File: src/rtl/ro_pair_meter_if.sv
// Start/busy/done handshake and result bus of the ring-oscillator pair meter.
// The master issues challenges; the slave (the meter) returns counts and flags.
interface ro_pair_meter_if #(
    parameter int SEL_W = 3,
    parameter int CNT_W = 16,
    parameter int WIN_W = 16
);
    logic             start;
    logic [SEL_W-1:0] chal_a;
    logic [SEL_W-1:0] chal_b;
    logic [WIN_W-1:0] win_len;
    logic             busy;
    logic             done;
    logic             resp;
    logic [CNT_W-1:0] cnt_a;
    logic [CNT_W-1:0] cnt_b;
    logic             tie;
    logic             sat;
    logic             err;

    modport master (
        output start,
        output chal_a,
        output chal_b,
        output win_len,
        input  busy,
        input  done,
        input  resp,
        input  cnt_a,
        input  cnt_b,
        input  tie,
        input  sat,
        input  err
    );

    modport slave (
        input  start,
        input  chal_a,
        input  chal_b,
        input  win_len,
        output busy,
        output done,
        output resp,
        output cnt_a,
        output cnt_b,
        output tie,
        output sat,
        output err
    );
endinterface

File: src/rtl/ro_pair_meter.sv
// Ring-oscillator PUF measurement core: enables two challenged rings, counts
// their synchronised rising edges over a window and compares the counts.
module ro_pair_meter #(
    parameter int NUM_RO     = 8,
    parameter int SEL_W      = 3,
    parameter int CNT_W      = 16,
    parameter int WIN_W      = 16,
    parameter int SETTLE_CYC = 4
) (
    input  logic              clk,
    input  logic              rst,
    input  logic [NUM_RO-1:0] ro_in,
    output logic [NUM_RO-1:0] ro_en,
    ro_pair_meter_if.slave    bus
);

    localparam logic [2:0] S_IDLE    = 3'd0;
    localparam logic [2:0] S_SETTLE  = 3'd1;
    localparam logic [2:0] S_COUNT   = 3'd2;
    localparam logic [2:0] S_COMPARE = 3'd3;
    localparam logic [2:0] S_DONE    = 3'd4;

    localparam logic [CNT_W-1:0] CNT_MAX  = '1;
    localparam logic [WIN_W-1:0] SET_LAST = WIN_W'(SETTLE_CYC - 1);

    logic [2:0]        r_state;
    logic [WIN_W-1:0]  r_tmr;
    logic [WIN_W-1:0]  r_win;
    logic              r_cmp_ph;
    logic [NUM_RO-1:0] r_sel_a;
    logic [NUM_RO-1:0] r_sel_b;
    logic [NUM_RO-1:0] r_en;
    logic [2:0]        r_sync_a;
    logic [2:0]        r_sync_b;
    logic [CNT_W-1:0]  r_cnt_a;
    logic [CNT_W-1:0]  r_cnt_b;
    logic [CNT_W-1:0]  r_out_a;
    logic [CNT_W-1:0]  r_out_b;
    logic              r_resp;
    logic              r_tie;
    logic              r_sat;
    logic              r_err;

    logic [NUM_RO-1:0] w_dec_a;
    logic [NUM_RO-1:0] w_dec_b;
    logic              w_legal;
    logic              w_ro_a;
    logic              w_ro_b;
    logic              w_edge_a;
    logic              w_edge_b;
    logic              w_cnt_last;

    // One-hot decode doubles as the range check: an index >= NUM_RO decodes to zero.
    always_comb begin
        w_dec_a = '0;
        w_dec_b = '0;
        for (int i = 0; i < NUM_RO; i++) begin
            w_dec_a[i] = (bus.chal_a == SEL_W'(i));
            w_dec_b[i] = (bus.chal_b == SEL_W'(i));
        end
    end

    assign w_legal = (|w_dec_a) && (|w_dec_b) && (bus.chal_a != bus.chal_b);

    assign w_ro_a = |(ro_in & r_sel_a);
    assign w_ro_b = |(ro_in & r_sel_b);

    // Two synchroniser flops plus one history flop for the edge detector.
    always_ff @(posedge clk or posedge rst) begin
        if (rst) begin
            r_sync_a <= '0;
            r_sync_b <= '0;
        end else begin
            r_sync_a <= {r_sync_a[1:0], w_ro_a};
            r_sync_b <= {r_sync_b[1:0], w_ro_b};
        end
    end

    assign w_edge_a = r_sync_a[1] & ~r_sync_a[2];
    assign w_edge_b = r_sync_b[1] & ~r_sync_b[2];

    always_ff @(posedge clk or posedge rst) begin
        if (rst) begin
            r_cnt_a <= '0;
            r_cnt_b <= '0;
        end else if (r_state == S_SETTLE) begin
            r_cnt_a <= '0;
            r_cnt_b <= '0;
        end else if (r_state == S_COUNT) begin
            if (w_edge_a && (r_cnt_a != CNT_MAX)) begin
                r_cnt_a <= r_cnt_a + CNT_W'(1);
            end
            if (w_edge_b && (r_cnt_b != CNT_MAX)) begin
                r_cnt_b <= r_cnt_b + CNT_W'(1);
            end
        end
    end

    assign w_cnt_last = (r_tmr == (r_win - WIN_W'(1)));

    always_ff @(posedge clk or posedge rst) begin
        if (rst) begin
            r_state  <= S_IDLE;
            r_tmr    <= '0;
            r_win    <= '0;
            r_cmp_ph <= 1'b0;
            r_sel_a  <= '0;
            r_sel_b  <= '0;
            r_en     <= '0;
            r_out_a  <= '0;
            r_out_b  <= '0;
            r_resp   <= 1'b0;
            r_tie    <= 1'b0;
            r_sat    <= 1'b0;
            r_err    <= 1'b0;
        end else begin
            case (r_state)
                S_IDLE: begin
                    if (bus.start) begin
                        r_win   <= bus.win_len;
                        r_tmr   <= '0;
                        r_out_a <= '0;
                        r_out_b <= '0;
                        r_resp  <= 1'b0;
                        r_tie   <= 1'b0;
                        r_sat   <= 1'b0;
                        if (w_legal) begin
                            r_sel_a <= w_dec_a;
                            r_sel_b <= w_dec_b;
                            r_en    <= w_dec_a | w_dec_b;
                            r_err   <= 1'b0;
                            r_state <= S_SETTLE;
                        end else begin
                            r_sel_a <= '0;
                            r_sel_b <= '0;
                            r_err   <= 1'b1;
                            r_state <= S_DONE;
                        end
                    end
                end
                S_SETTLE: begin
                    if (r_tmr == SET_LAST) begin
                        r_tmr <= '0;
                        if (r_win == '0) begin
                            r_en    <= '0;
                            r_state <= S_COMPARE;
                        end else begin
                            r_state <= S_COUNT;
                        end
                    end else begin
                        r_tmr <= r_tmr + WIN_W'(1);
                    end
                end
                S_COUNT: begin
                    if (w_cnt_last) begin
                        r_tmr   <= '0;
                        r_en    <= '0;
                        r_state <= S_COMPARE;
                    end else begin
                        r_tmr <= r_tmr + WIN_W'(1);
                    end
                end
                S_COMPARE: begin
                    // Capture the counts first, then derive flags from the
                    // registered copies so the comparator sees stable values.
                    if (!r_cmp_ph) begin
                        r_out_a  <= r_cnt_a;
                        r_out_b  <= r_cnt_b;
                        r_cmp_ph <= 1'b1;
                    end else begin
                        r_resp   <= (r_out_a > r_out_b);
                        r_tie    <= (r_out_a == r_out_b);
                        r_sat    <= (r_out_a == CNT_MAX) || (r_out_b == CNT_MAX);
                        r_cmp_ph <= 1'b0;
                        r_state  <= S_DONE;
                    end
                end
                S_DONE: begin
                    r_state <= S_IDLE;
                end
                default: begin
                    r_state <= S_IDLE;
                end
            endcase
        end
    end

    assign ro_en     = r_en;
    assign bus.busy  = (r_state != S_IDLE);
    assign bus.done  = (r_state == S_DONE);
    assign bus.resp  = r_resp;
    assign bus.cnt_a = r_out_a;
    assign bus.cnt_b = r_out_b;
    assign bus.tie   = r_tie;
    assign bus.sat   = r_sat;
    assign bus.err   = r_err;

endmodule

File: src/flat_wrapper.sv
// flat-port wrapper written by rule: the top's interface ports become plain ports
module ro_pair_meter_flat 
#(
    parameter int NUM_RO     = 8,
    parameter int SEL_W      = 3,
    parameter int CNT_W      = 16,
    parameter int WIN_W      = 16,
    parameter int SETTLE_CYC = 4
)
  (clk, rst, ro_in, ro_en, bus_start, bus_chal_a, bus_chal_b, bus_win_len, bus_busy, bus_done, bus_resp, bus_cnt_a, bus_cnt_b, bus_tie, bus_sat, bus_err);
  ro_pair_meter_if #(.SEL_W(SEL_W), .CNT_W(CNT_W), .WIN_W(WIN_W)) bus_i ();
  input  logic clk;
  input  logic rst;
  input  logic [NUM_RO-1:0] ro_in;
  output logic [NUM_RO-1:0] ro_en;
  input wire logic [$bits(bus_i.start)-1:0] bus_start;
  input wire logic [$bits(bus_i.chal_a)-1:0] bus_chal_a;
  input wire logic [$bits(bus_i.chal_b)-1:0] bus_chal_b;
  input wire logic [$bits(bus_i.win_len)-1:0] bus_win_len;
  output wire logic [$bits(bus_i.busy)-1:0] bus_busy;
  output wire logic [$bits(bus_i.done)-1:0] bus_done;
  output wire logic [$bits(bus_i.resp)-1:0] bus_resp;
  output wire logic [$bits(bus_i.cnt_a)-1:0] bus_cnt_a;
  output wire logic [$bits(bus_i.cnt_b)-1:0] bus_cnt_b;
  output wire logic [$bits(bus_i.tie)-1:0] bus_tie;
  output wire logic [$bits(bus_i.sat)-1:0] bus_sat;
  output wire logic [$bits(bus_i.err)-1:0] bus_err;
  assign bus_i.start = bus_start;
  assign bus_i.chal_a = bus_chal_a;
  assign bus_i.chal_b = bus_chal_b;
  assign bus_i.win_len = bus_win_len;
  assign bus_busy = bus_i.busy;
  assign bus_done = bus_i.done;
  assign bus_resp = bus_i.resp;
  assign bus_cnt_a = bus_i.cnt_a;
  assign bus_cnt_b = bus_i.cnt_b;
  assign bus_tie = bus_i.tie;
  assign bus_sat = bus_i.sat;
  assign bus_err = bus_i.err;
  ro_pair_meter #(.NUM_RO(NUM_RO), .SEL_W(SEL_W), .CNT_W(CNT_W), .WIN_W(WIN_W), .SETTLE_CYC(SETTLE_CYC)) u_core (.clk(clk), .rst(rst), .ro_in(ro_in), .ro_en(ro_en), .bus(bus_i));
endmodule
File: config.mk
export PLATFORM = sky130hd
export DESIGN_NAME = ro_pair_meter_flat
export DESIGN_NICKNAME = d
export VERILOG_FILES = /design/src/rtl/ro_pair_meter_if.sv /design/src/rtl/ro_pair_meter.sv /design/src/flat_wrapper.sv
export SDC_FILE = /design/constraint.sdc
export NUM_CORES = 1
export LEC_CHECK = 0
export BUFFER_PORTS_ARGS = -buffer_cell sky130_fd_sc_hd__buf_2
export CORE_AREA = 2 2 161 131
export DETAILED_ROUTE_END_ITERATION = 8
export DIE_AREA = 0 0 163 133
export SLEW_MARGIN = 25
export SYNTH_ARGS = -nofsm -noshare
export SYNTH_HDL_FRONTEND = slang
export SYNTH_SLANG_ARGS = --single-unit
export TNS_END_PERCENT = 10
File: constraint.sdc
create_clock -name clk -period 6.4 [get_ports clk]
set_input_delay 1.6 -clock clk [delete_from_list [all_inputs] [get_ports clk]]
set_output_delay 1.6 -clock clk [all_outputs]
set_load 0.01 [all_outputs]
==> results of run 1 <==
[flip-flops by register name, indices dropped and copies added (netlist names), 3 cells and up]
register          cells
u_core.bus.cnt_a     16
u_core.bus.cnt_b     16
u_core.r_cnt_a       16
u_core.r_cnt_b       16
u_core.r_tmr         16
u_core.r_win         16
u_core.r_sel_a        8
u_core.r_sel_b        8
u_core.ro_en          8
u_core.r_state        3
u_core.r_sync_a       3
u_core.r_sync_b       3
[cells by family after synthesis]
group | after synthesis | synth area share (%)
buffers and inverters | 82 | 4.46
AOI/OAI and AO/OA | 128 | 12.4
adders and majority gates | 20 | 3.51
xor gates and xnor gates | 53 | 6.52
muxes | 4 | 0.562
DFF | 134 | 47.1
and+or+nand+nor | 379 | 25.5
[cell usage after synthesis (2+ instances only)]
master,instances
o22ai_1,2
buf_2,2
nor4_1,8
a32o_1,4
nand3_1,66
or2_2,6
nor3b_1,7
o21a_1,4
nand4_1,27
nor2_1,62
a22o_1,4
and4_1,5
a41o_1,2
nor2b_1,5
o31ai_1,3
buf_1,3
and2_1,7
or3_1,9
ha_1,20
a211oi_1,4
o21ai_1,2
inv_1,37
mux2i_1,4
xnor2_1,27
a2bb2oi_1,2
o221ai_1,15
xor2_1,26
nand2_1,148
a21oi_1,14
nand2b_1,3
a22oi_1,10
and3_1,3
a21o_1,2
o211ai_1,5
o21ai_0,40
nor3_1,13
o41ai_1,3
clkbuf_1,39
a31oi_1,3
dfrtp_1,134
or3b_2,2
[power by group through the flow]
stage | Clock, W | Sequential (W) | Combinational, W
finish | 0.00106 | 0.00123 | 0.00107
global route | 0.00112 | 0.00126 | 0.00119
CTS | 0.00108 | 0.00122 | 0.00107
detailed placement | 0 | 0.00124 | 0.00107
global placement | 0 | 0.00124 | 0.00106
floorplan | 0 | 0.00116 | 0.000835
[cells in the final DEF (no fill, tap or decap), types with 15 or more instances in the layout]
cell type and instances:
buf_2 78, clkbuf_16 17, dfrtp_1 134, ha_1 20, inv_1 36, nand2_1 148, nand3_1 66, nand4_1 27
nor2_1 60, o21ai_0 39, o221ai_1 15, xnor2_1 27, xor2_1 26
[routing by layer]
layer | GRT usage (%) | routed length, um | vias up
met4 | 5.11 | 256 | 2
met2 | 23.6 | 7700 | 139
met5 | 0 | 10 | -
met3 | 4.33 | 957 | 20
met1 | 27.0 | 9300 | 2848
li1 | - | - | 2913
[area by class of cell]
cell class	instances	area, um^2	share of cell area [%]
Inverter	37	144	1.72
Clock buffer	18	439	5.24
Sequential cell	134	3350	40.0
Timing Repair Buffer	85	443	5.29
Tap cell	269	337	4.02
Clock inverter	14	196	2.34
Multi-Input combinational cell	584	3470	41.4
[final timing paths]
| path | end | slack [ns] |
|---|---|---|
| hold / removal | u_core.r_sync_b[1]$_DFF_PP0_ | 0.35 |
| setup reg to reg | u_core.ro_en[0]$_DFFE_PP0P_ | 2.81 |
| max in group asynchronous | u_core.bus.cnt_b[15]$_DFFE_PP0P_ | 3.93 |
| hold reg to reg | u_core.r_sync_b[1]$_DFF_PP0_ | 0.35 |
| setup / recovery | u_core.ro_en[0]$_DFFE_PP0P_ | 2.81 |
| min in group asynchronous | u_core.bus.err$_DFFE_PP0P_ | 1.33 |
[metrics by stage]
step,hold slack [ns],setup WS [ns]
after floorplan,0.331,1.22
after detailed placement,0.337,2.82
after global routing,0.358,2.47
final,0.348,2.81
after CTS,0.351,2.81
after global placement,0.333,2.96
==> impl_metrics.py, run 1 <==
metrics = {
    "min_path": {
        "hold_path_class": "reg2reg",
        "hold_start": "u_core.r_sync_b[0]$_DFF_PP0_",
        "holdPathStages": 0,
    },
    "power_and_ir_drop": {
        "p_leak_nw": 3.87,
        "p_switching_w": 0.00128,
        "seqPwrFrac_pct": 36.5,
        "ir_drop_mv": 0.190,
        "swShare_pct": 38.0,
        "power.internal_w": 0.00208,
        "p_per_area_nw_per_um2": 401,
        "clkPwrFrac_pct": 31.6,
        "power_w": 0.00336,
        "pwr-share-comb_pct": 31.9,
    },
    "floorplan": {
        "die-area_um2": 21700,
        "initial_core_util_pct": 35.1,
        "rows": 47,
        "die_w_um": 163,
        "num_io_pins": 79,
        "core_um2": 20300,
        "die_h_um": 133,
    },
    "setup_path": {
        "crit_top_cell": "nor4_1",
        "critPathTopFamily": "simple AND/OR/NAND/NOR gates",
        "reg2reg_from": "u_core.r_win[0]$_DFFE_PP0P_",
        "crit_required_ns": 6.69,
        "arrival_ns": 3.87,
        "r2r_cells": 9,
        "crit_buf_inv": 1,
        "critical_path_class": "reg2reg",
        "critical_path_depth": 9,
        "startpoint": "u_core.r_win[0]$_DFFE_PP0P_",
        "critPathMaxFanout": 16,
        "critPathLaunchType": "flop",
        "cp-end-kind": "flop",
        "slowest_stage": "o21ai_4",
        "slowest_delay_ns": 0.62,
        "cp_cell_sequence": "inv_1 -> ha_1 -> or4b_1 -> nor4_1 -> xnor2_1 -> nor4_1 -> nand4_1 -> o21ai_4 -> o221ai_1",
    },
    "sta": {
        "hold_violations": 0,
        "period_needed_ns": 3.59,
        "grt_setup_unrepaired": "false",
        "max_freq_mhz": 279,
        "slew_viol_final": 0,
        "relSlewSlack_pct": 40.4,
        "final.setup.tns_ns": 0,
        "setup_viol": 0,
        "finalClockSkew_ns": 0.00799,
        "fin_crit_sh_pct": 56.1,
        "worstMarginPinSlew_ns": 0.880,
    },
    "placement": {
        "hpwl_um": 13000,
        "dpl.cell_count": 1109,
        "dpl_cell_area_um2": 7740,
        "io_buffer_count": 78,
        "routabilityCongestion": 0.840,
    },
    "clock_network": {
        "cts.clk_slew.worst_paths_ns": 0.06,
        "ctsHoldBuffers": 0,
        "cts_tree": "built",
        "cts_htree_levels": 4,
        "clk_path_buf_depth": 2,
        "cts.sinks": 134,
        "cts_buffers": 17,
        "clk_latency_ns": 0.43,
        "cts_setup_buffers": 0,
        "ctsResizeCount": 0,
        "cts_root_buf": "clkbuf_16",
    },
    "synthesis": {
        "synth_edf_count": 0,
        "synth.avg_cell_area_um2": 8.90,
        "synth_nets": 853,
        "synth_cell_type_count": 59,
        "synth_seq_area_share_pct": 47.1,
        "syn_area_um2": 7120,
        "synth_cells": 800,
        "synth_area_leader_cell": "dfrtp_1",
        "synth_ff_type": "dfrtp_1",
        "async_flop_share_pct": 100,
        "ys_ff_latch": 134,
        "synth_area_leaders": "dfrtp_1 47%, nand2_1 7.8%, nand3_1 4.6%, ha_1 3.5%, xnor2_1 3.3%",
        "synth.top_cell.area_share_pct": 47.1,
        "yosysWarnings": 0,
    },
    "global_route": {
        "grt_pass1_wl_um": 29300,
        "antenna_found_initial": 1,
        "grt_pass1_vias": 5354,
        "grt.total_usage_pct": 17.4,
        "gr-total-overflow": 0,
        "grt_max_degree": 87,
    },
    "final_layout": {
        "utilization_pct": 41.3,
        "instances_no_fill": 1141,
        "antenna_cells": 0,
        "fillCellCount": 2021,
        "final_layout_size_suffix_gt1_share_pct": 15.6,
        "layout.nets": 912,
        "area_growth_pct": 17.6,
        "design_area_um2": 8380,
    },
    "routing": {
        "first_pass_iters": 5,
        "drc": 0,
        "ant_nets": 0,
        "wl_per_cell_um": 16.0,
        "via_per_inst": 5.19,
        "wl_um": 18200,
        "dr_total_vias": 5922,
        "first_iter_violations": 553,
    },
    "job": {
        "cap_violations": 0,
    },
    "run_status": {
        "status": "complete, no violations",
    },
}
(Power assumes the default switching activity.)
==> run 2: changes to the inputs <==
--- a/config.mk
+++ b/config.mk
@@ -5,10 +5,11 @@
 export SDC_FILE = /design/constraint.sdc
 export NUM_CORES = 1
 export LEC_CHECK = 0
+export ABC_AREA = 1
 export BUFFER_PORTS_ARGS = -buffer_cell sky130_fd_sc_hd__buf_2
-export CORE_AREA = 2 2 161 131
+export CORE_AREA = 2 2 163 133
 export DETAILED_ROUTE_END_ITERATION = 8
-export DIE_AREA = 0 0 163 133
+export DIE_AREA = 0 0 165 135
 export SLEW_MARGIN = 25
 export SYNTH_ARGS = -nofsm -noshare
 export SYNTH_HDL_FRONTEND = slang
==> constraint.sdc (replaced) <==
create_clock -name clk -period 3.1 [get_ports clk]
set_input_delay 0.775 -clock clk [delete_from_list [all_inputs] [get_ports clk]]
set_output_delay 0.775 -clock clk [all_outputs]
set_load 0.01 [all_outputs]
==> run 2 against run 1 <==
Worst setup slack got worse by 2.1 ns. Synthesized cell count up 17%. Non-clock buffer count up 1. Flip-flop and latch count unchanged. Core utilization increased by 0.61 points. Count of clock-buffer cells in the layout up 1. Area after synthesis is 2.4% higher. Largest cell class is now sequential cells. Largest power group is now combinational cells.
==> impl_metrics.py, run 2 <==
metrics = {
    "global_route": {
        "grt_pass1_vias": 6184,
        "gr-usage-met2_pct": 27.0,
        "grt.total_usage_pct": 18.2,
        "antenna_found_initial": 0,
        "use_met1_pct": 26.9,
        "grt_max_degree": 135,
        "use_met3_pct": 3.35,
        "gr-total-overflow": 0,
        "grt.busiest_layer": "met2",
        "grt_pass1_wl_um": 31800,
    },
    "placement": {
        "dpl_cell_area_um2": 8000,
        "hpwl_um": 13900,
        "routabilityCongestion": 0.857,
        "io_buffer_count": 78,
    },
    "final_layout": {
        "fillCellCount": 2039,
        "antenna_cells": 0,
        "design_area_um2": 8600,
        "layout.nets": 1074,
        "mostFrequentLayoutCells": "214 x nand2_1, 138 x inv_1, 134 x dfrtp_1",
        "area_growth_pct": 17.9,
        "final_layout_size_suffix_gt1_share_pct": 13.2,
        "utilization_pct": 41.9,
        "final_common_cell": "nand2_1",
    },
    "sta": {
        "worstMarginPinSlew_ns": 0.862,
        "final.setup.tns_ns": 0,
        "max_freq_mhz": 416,
        "relSlewSlack_pct": 42.5,
        "finalClockSkew_ns": 0.0135,
        "period_needed_ns": 2.40,
        "grt_setup_unrepaired": "false",
        "hold_violations": 0,
        "setup_viol": 0,
        "fin_crit_sh_pct": 77.5,
        "slew_viol_final": 0,
    },
    "synthesis": {
        "post-synth-top-count-cell": "nand2_1",
        "synth_cell_type_count": 42,
        "yosysWarnings": 0,
        "synth_seq_area_share_pct": 46.0,
        "synth_area_leader_cell": "dfrtp_1",
        "synth_nets": 991,
        "synth_area_leaders": "dfrtp_1 46%, nand2_1 11%, inv_1 7.2%, nand3_1 5.8%, o21ai_0 5.0%",
        "synth_cells": 938,
        "synth_common_cells": "214 x nand2_1, 139 x inv_1, 134 x dfrtp_1",
        "synth_edf_count": 0,
        "synth.avg_cell_area_um2": 7.78,
        "syn_area_um2": 7300,
        "async_flop_share_pct": 100,
        "synth_ff_type": "dfrtp_1",
        "ys_ff_latch": 134,
        "synth.top_cell.area_share_pct": 46.0,
    },
    "setup_path": {
        "critical_path_class": "reg2reg",
        "ff2ff_setup_slack_ns": 0.70,
        "arrival_ns": 2.71,
        "startpoint": "u_core.r_win[0]$_DFFE_PP0P_",
        "reg2reg_from": "u_core.r_win[0]$_DFFE_PP0P_",
        "endpoint": "u_core.ro_en[4]$_DFFE_PP0P_",
        "crit_required_ns": 3.41,
        "r2r_cells": 15,
        "critPathMaxFanout": 12,
        "critPathLaunchType": "flop",
        "cp-end-kind": "flop",
        "r2r-end": "u_core.ro_en[4]$_DFFE_PP0P_",
    },
    "clock_network": {
        "cts.sinks": 134,
        "ctsResizeCount": 0,
        "cts_buffers": 17,
        "cts_root_buf": "clkbuf_16",
        "clk_latency_ns": 0.42,
        "cts_tree": "built",
        "clk_path_buf_depth": 2,
        "ctsHoldBuffers": 0,
        "cts.clk_slew.worst_paths_ns": 0.06,
        "cts_htree_levels": 4,
        "cts_setup_buffers": 0,
    },
    "routing": {
        "wl_per_cell_um": 14.7,
        "drc": 0,
        "first_pass_iters": 5,
        "wl_um": 19100,
        "ant_nets": 0,
        "via_per_inst": 5.00,
        "dr_total_vias": 6510,
        "first_iter_violations": 512,
    },
    "floorplan": {
        "rows": 47,
        "die_w_um": 165,
        "die-area_um2": 22300,
        "die_h_um": 135,
        "initial_core_util_pct": 35.5,
        "num_io_pins": 79,
        "core_um2": 20500,
    },
    "power_and_ir_drop": {
        "p_leak_nw": 4.21,
        "p_per_area_nw_per_um2": 838,
        "ir_drop_mv": 0.336,
    },
    "min_path": {
        "hold_path_class": "reg2reg",
        "holdPathStages": 0,
    },
    "run_status": {
        "status": "complete, no violations",
    },
    "job": {
        "cap_violations": 0,
    },
}
-- run 2: cell types whose count changed after synthesis, moves of 10 or more --
| cell | previous run | this run |
|---|---|---|
| o221ai_1 | 15 | 0 |
| nand2_1 | 148 | 214 |
| o22ai_1 | 2 | 12 |
| o21ai_0 | 40 | 73 |
| xnor2_1 | 27 | 4 |
| nand3_1 | 66 | 85 |
| a21oi_1 | 14 | 39 |
| inv_1 | 37 | 139 |
| clkbuf_1 | 39 | 12 |
| a22oi_1 | 10 | 0 |
-- run 2: layout make-up --
type | instances | area (um^2) | share of cell area (%)
Clock inverter | 12 | 154 | 1.79
Tap cell | 269 | 337 | 3.91
Multi-Input combinational cell | 640 | 3300 | 38.4
Inverter | 142 | 537 | 6.24
Timing Repair Buffer | 86 | 475 | 5.53
Clock buffer | 19 | 443 | 5.15
Sequential cell | 134 | 3350 | 39.0
-- run 2: power by group --
part           switching (W)  internal, W  total [W]
sequential          0.000363      0.00215    0.00251
combinational        0.00181     0.000831    0.00264
clock               0.000769      0.00128    0.00205
-- run 2: through the flow --
step           hold slack (ns)  std cells  worst slack (ns)  total power, W
2_1_floorplan            0.331        938             0.660         0.00444
3_3_place_gp             0.334       1271             0.784         0.00515
3_5_place_dp             0.337       1271             0.727         0.00518
4_1_cts                  0.352       1302             0.711         0.00727
5_1_grt                  0.356       1302             0.419         0.00777
6_report                 0.349       1302             0.698         0.00720
-- run 2: how the worst min path moves through the flow --
| stage | startpoint | end | slack (ns) |
|---|---|---|---|
| floorplan | u_core.r_sync_a[0]$_DFF_PP0_ | u_core.r_sync_a[1]$_DFF_PP0_ | 0.33 |
| global placement | u_core.r_sync_a[0]$_DFF_PP0_ | u_core.r_sync_a[1]$_DFF_PP0_ | 0.33 |
| detailed placement | u_core.r_sync_b[0]$_DFF_PP0_ | u_core.r_sync_b[1]$_DFF_PP0_ | 0.34 |
| CTS | u_core.r_sync_b[0]$_DFF_PP0_ | u_core.r_sync_b[1]$_DFF_PP0_ | 0.35 |
| global route | u_core.r_sync_a[0]$_DFF_PP0_ | u_core.r_sync_a[1]$_DFF_PP0_ | 0.36 |
| finish | u_core.r_sync_a[0]$_DFF_PP0_ | u_core.r_sync_a[1]$_DFF_PP0_ | 0.35 |
-- run 2: layer usage --
metal | part of all wire [%] | wire length [um] | up-vias
li1 | - | - | 3245
met1 | 50 | 9570 | 3095
met2 | 44 | 8440 | 154
met3 | 4.7 | 905 | 16
met4 | 1.2 | 221 | 0
met5 | 0 | 0 | -
-- run 2: cell families after synthesis --
| family | count (synthesis) | synth area share (%) |
|---|---|---|
| simple gates | 443 | 27.3 |
| flops | 134 | 46.0 |
| buf+inv | 164 | 8.78 |
| xor+xnor | 30 | 3.60 |
| fa+ha+maj | 20 | 3.43 |
| compound gates | 147 | 10.9 |
-- run 2: critical path: stages (launching register included) --
cell and delay (ns):
dfrtp_1 0.39, inv_1 0.12, ha_1 0.27, nand2_1 0.10
nor2_1 0.14, nor2_1 0.06, nor2_1 0.11, nand2_1 0.06
nor2_1 0.09, nand3_1 0.08, nor2_1 0.09, nand3_1 0.12
nand2_2 0.27, nand3_2 0.25, nand2_1 0.11, nand2_1 0.05
==> run 3: changes to the inputs <==
--- a/config.mk
+++ b/config.mk
@@ -5,11 +5,11 @@
 export SDC_FILE = /design/constraint.sdc
 export NUM_CORES = 1
 export LEC_CHECK = 0
-export ABC_AREA = 1
+export ABC_AREA = 0
 export BUFFER_PORTS_ARGS = -buffer_cell sky130_fd_sc_hd__buf_2
-export CORE_AREA = 2 2 163 133
+export CORE_AREA = 2 2 161 131
 export DETAILED_ROUTE_END_ITERATION = 8
-export DIE_AREA = 0 0 165 135
+export DIE_AREA = 0 0 163 133
 export SLEW_MARGIN = 25
 export SYNTH_ARGS = -nofsm -noshare
 export SYNTH_HDL_FRONTEND = slang
==> constraint.sdc (replaced) <==
create_clock -name clk -period 2.5 [get_ports clk]
set_input_delay 0.625 -clock clk [delete_from_list [all_inputs] [get_ports clk]]
set_output_delay 0.625 -clock clk [all_outputs]
set_load 0.01 [all_outputs]
==> run 3 against run 2 <==
The flow now finishes with violations (negative setup slack). Worst setup slack got worse by 0.91 ns. Power rose by 29%. Critical path depth fell by 5. Die area fell by 2.7%. Core utilization rose by 1.7 points. Via count fell by 5.3%. First-iteration DRC count fell by 27%. Register-to-register slack got worse by 0.91 ns. Cell area rose by 3.0%. Sequential share of layout area fell by 1.1 points. Maximum frequency fell by 12%. Flip-flop and latch count did not move. Critical endpoint is now u_core.ro_en[2]$_DFFE_PP0P_. Largest cell class is now multi-input combinational cells. Largest power group unchanged. Highest routed layer unchanged.
==> impl_metrics.py, run 3 (synthesis gave the netlist of run 1 again) <==
metrics = {
    "setup_path": {
        "critPathTopFamily": "simple AND/OR/NAND/NOR gates",
        "critical_path_class": "reg2reg",
        "r2r_cells": 10,
        "arrival_ns": 3.00,
        "ff2ff_setup_slack_ns": -0.22,
        "critPathLaunchType": "flop",
        "critical_path_depth": 10,
        "crit_required_ns": 2.78,
        "cp_cell_sequence": "inv_1 -> ha_1 -> or4b_4 -> nor4_4 -> xnor2_1 -> nand3_1 -> or4b_4 -> o21ai_4 -> buf_12 -> o221ai_1",
        "crit_buf_inv": 2,
        "r2r-end": "u_core.ro_en[2]$_DFFE_PP0P_",
        "critPathMaxFanout": 16,
        "slowest_stage": "or4b_4",
        "slowest_delay_ns": 0.56,
        "startpoint": "u_core.r_win[1]$_DFFE_PP0P_",
        "crit_top_cell": "or4b_4",
        "reg2reg_from": "u_core.r_win[1]$_DFFE_PP0P_",
        "cp-end-kind": "flop",
        "endpoint": "u_core.ro_en[2]$_DFFE_PP0P_",
    },
    "routing": {
        "wl_per_cell_um": 15.8,
        "via_per_inst": 5.19,
        "dr_total_vias": 6163,
        "dr_wl_met3_um": 1040,
        "ant_nets": 0,
        "first_iter_violations": 372,
        "top_layer": "met4",
        "drc": 0,
        "m1WireLength_um": 9590,
        "first_pass_iters": 5,
        "wl_um": 18700,
        "wl_met2_um": 7870,
    },
    "sta": {
        "relSlewSlack_pct": 52.7,
        "setup_ws_ns": -0.215,
        "max_freq_mhz": 368,
        "holdWs_ns": 0.274,
        "worstMarginPinSlew_ns": 0.709,
        "setup_viol": 25,
        "fin_crit_sh_pct": 109,
        "hold_violations": 0,
        "grt_setup_unrepaired": "true",
        "slew_viol_final": 0,
        "period_needed_ns": 2.72,
        "finalClockSkew_ns": 0.0171,
    },
    "placement": {
        "dpl_cell_area_um2": 8130,
        "hpwl_um": 13500,
        "io_buffer_count": 78,
        "routabilityCongestion": 0.841,
    },
    "final_layout": {
        "design_area_um2": 8850,
        "final_layout_size_suffix_gt1_share_pct": 20.6,
        "layout.nets": 957,
        "final_common_cell": "nand2_1",
        "area_growth_pct": 24.3,
        "mostFrequentLayoutCells": "148 x nand2_1, 134 x dfrtp_1, 78 x buf_2",
        "fillCellCount": 2003,
        "utilization_pct": 43.6,
    },
    "floorplan": {
        "initial_core_util_pct": 35.1,
        "core_um2": 20300,
        "die_w_um": 163,
        "rows": 47,
        "num_io_pins": 79,
        "die_h_um": 133,
        "die-area_um2": 21700,
    },
    "job": {
        "cap_violations": 0,
    },
    "run_status": {
        "failed_checks": "negative setup slack",
        "status": "finished with violations",
    },
    "power_and_ir_drop": {
        "p_per_area_nw_per_um2": 1050,
        "p_leak_nw": 4.13,
        "ir_drop_mv": 0.524,
    },
    "clock_network": {
        "clk_path_buf_depth": 2,
        "cts_htree_levels": 4,
        "cts_root_buf": "clkbuf_16",
        "cts_buffers": 17,
        "cts.clk_slew.worst_paths_ns": 0.06,
        "ctsHoldBuffers": 0,
        "cts_tree": "built",
        "clk_latency_ns": 0.42,
        "cts.sinks": 134,
    },
    "global_route": {
        "grt_pass1_vias": 5918,
        "grt_pass1_wl_um": 31300,
        "antenna_found_initial": 1,
        "gr-total-overflow": 0,
        "grt_max_degree": 58,
        "grt.total_usage_pct": 18.3,
    },
    "min_path": {
        "hold_path_class": "in2async",
    },
}
[run 3: cell count changes in the layout (fill, tap and decap cells not counted), moves of 8 or more]
| cell | delta |
|---|---|
| inv_1 | -103 |
| or3_1 | +9 |
| o221ai_1 | +14 |
| o22ai_1 | -10 |
| buf_4 | +39 |
| o21ai_0 | -34 |
| o21ai_1 | -8 |
| a22oi_1 | +10 |
| xnor2_1 | +23 |
| nand3_1 | -19 |
| nor3_1 | -11 |
| a21oi_1 | -25 |
| nand2_1 | -66 |
[run 3: final cells by class]
class                           instances  area, um^2  area share, %
Antenna cell                            1        2.50         0.0283
Clock buffer                           20         467           5.27
Clock inverter                         12         189           2.13
Inverter                               37         143           1.61
Multi-Input combinational cell        584        3510           39.7
Sequential cell                       134        3350           37.9
Tap cell                              269         337           3.80
Timing Repair Buffer                  130         851           9.61
[run 3: worst min-delay path by stage]
| stage | end | startpoint |
|---|---|---|
| 3_3_place_gp | u_core.r_sync_b[1]$_DFF_PP0_ | u_core.r_sync_b[0]$_DFF_PP0_ |
| 4_1_cts | u_core.bus.tie$_DFFE_PP0P_ | rst |
| 2_1_floorplan | u_core.r_sync_a[1]$_DFF_PP0_ | u_core.r_sync_a[0]$_DFF_PP0_ |
| 3_5_place_dp | u_core.r_sync_b[1]$_DFF_PP0_ | u_core.r_sync_b[0]$_DFF_PP0_ |
| 6_report | u_core.bus.tie$_DFFE_PP0P_ | rst |
| 5_1_grt | u_core.bus.tie$_DFFE_PP0P_ | rst |
[run 3: stage by stage]
| stage | setup slack [ns] | instances | setup TNS, ns | total power [W] |
|---|---|---|---|---|
| 6_report | -0.215 | 1187 | -4.21 | 0.00930 |
| 4_1_cts | -0.206 | 1186 | -4.33 | 0.00932 |
| 3_3_place_gp | -0.259 | 1153 | -5.60 | 0.00642 |
| 3_5_place_dp | -0.360 | 1153 | -7.93 | 0.00645 |
| 2_1_floorplan | -0.332 | 800 | -6.85 | 0.00512 |
| 5_1_grt | -0.338 | 1187 | -7.41 | 0.00989 |
[run 3: power by group]
part	leakage (nW)	switching [W]	internal [W]
Clock	0.318	0.00100	0.00177
Combinational	2.00	0.00211	0.00145
Sequential	1.81	0.000339	0.00263
Total	4.13	0.00345	0.00585
[run 3: what timing repair did]
item / 4_1_cts / 5_1_grt
pin swaps: 2 / 1
endpoints found under the setup margin: 25 / 26
setup buffers: 1 / 0
gates resized for setup: 6 / 5
cloned: 0 / 0
[run 3: metal layers]
metal | track usage, % | vias to the layer above
met5 | 0 | -
met3 | 4.58 | 17
li1 | - | 3012
met4 | 5.65 | 0
met1 | 27.9 | 2958
met2 | 25.2 | 176
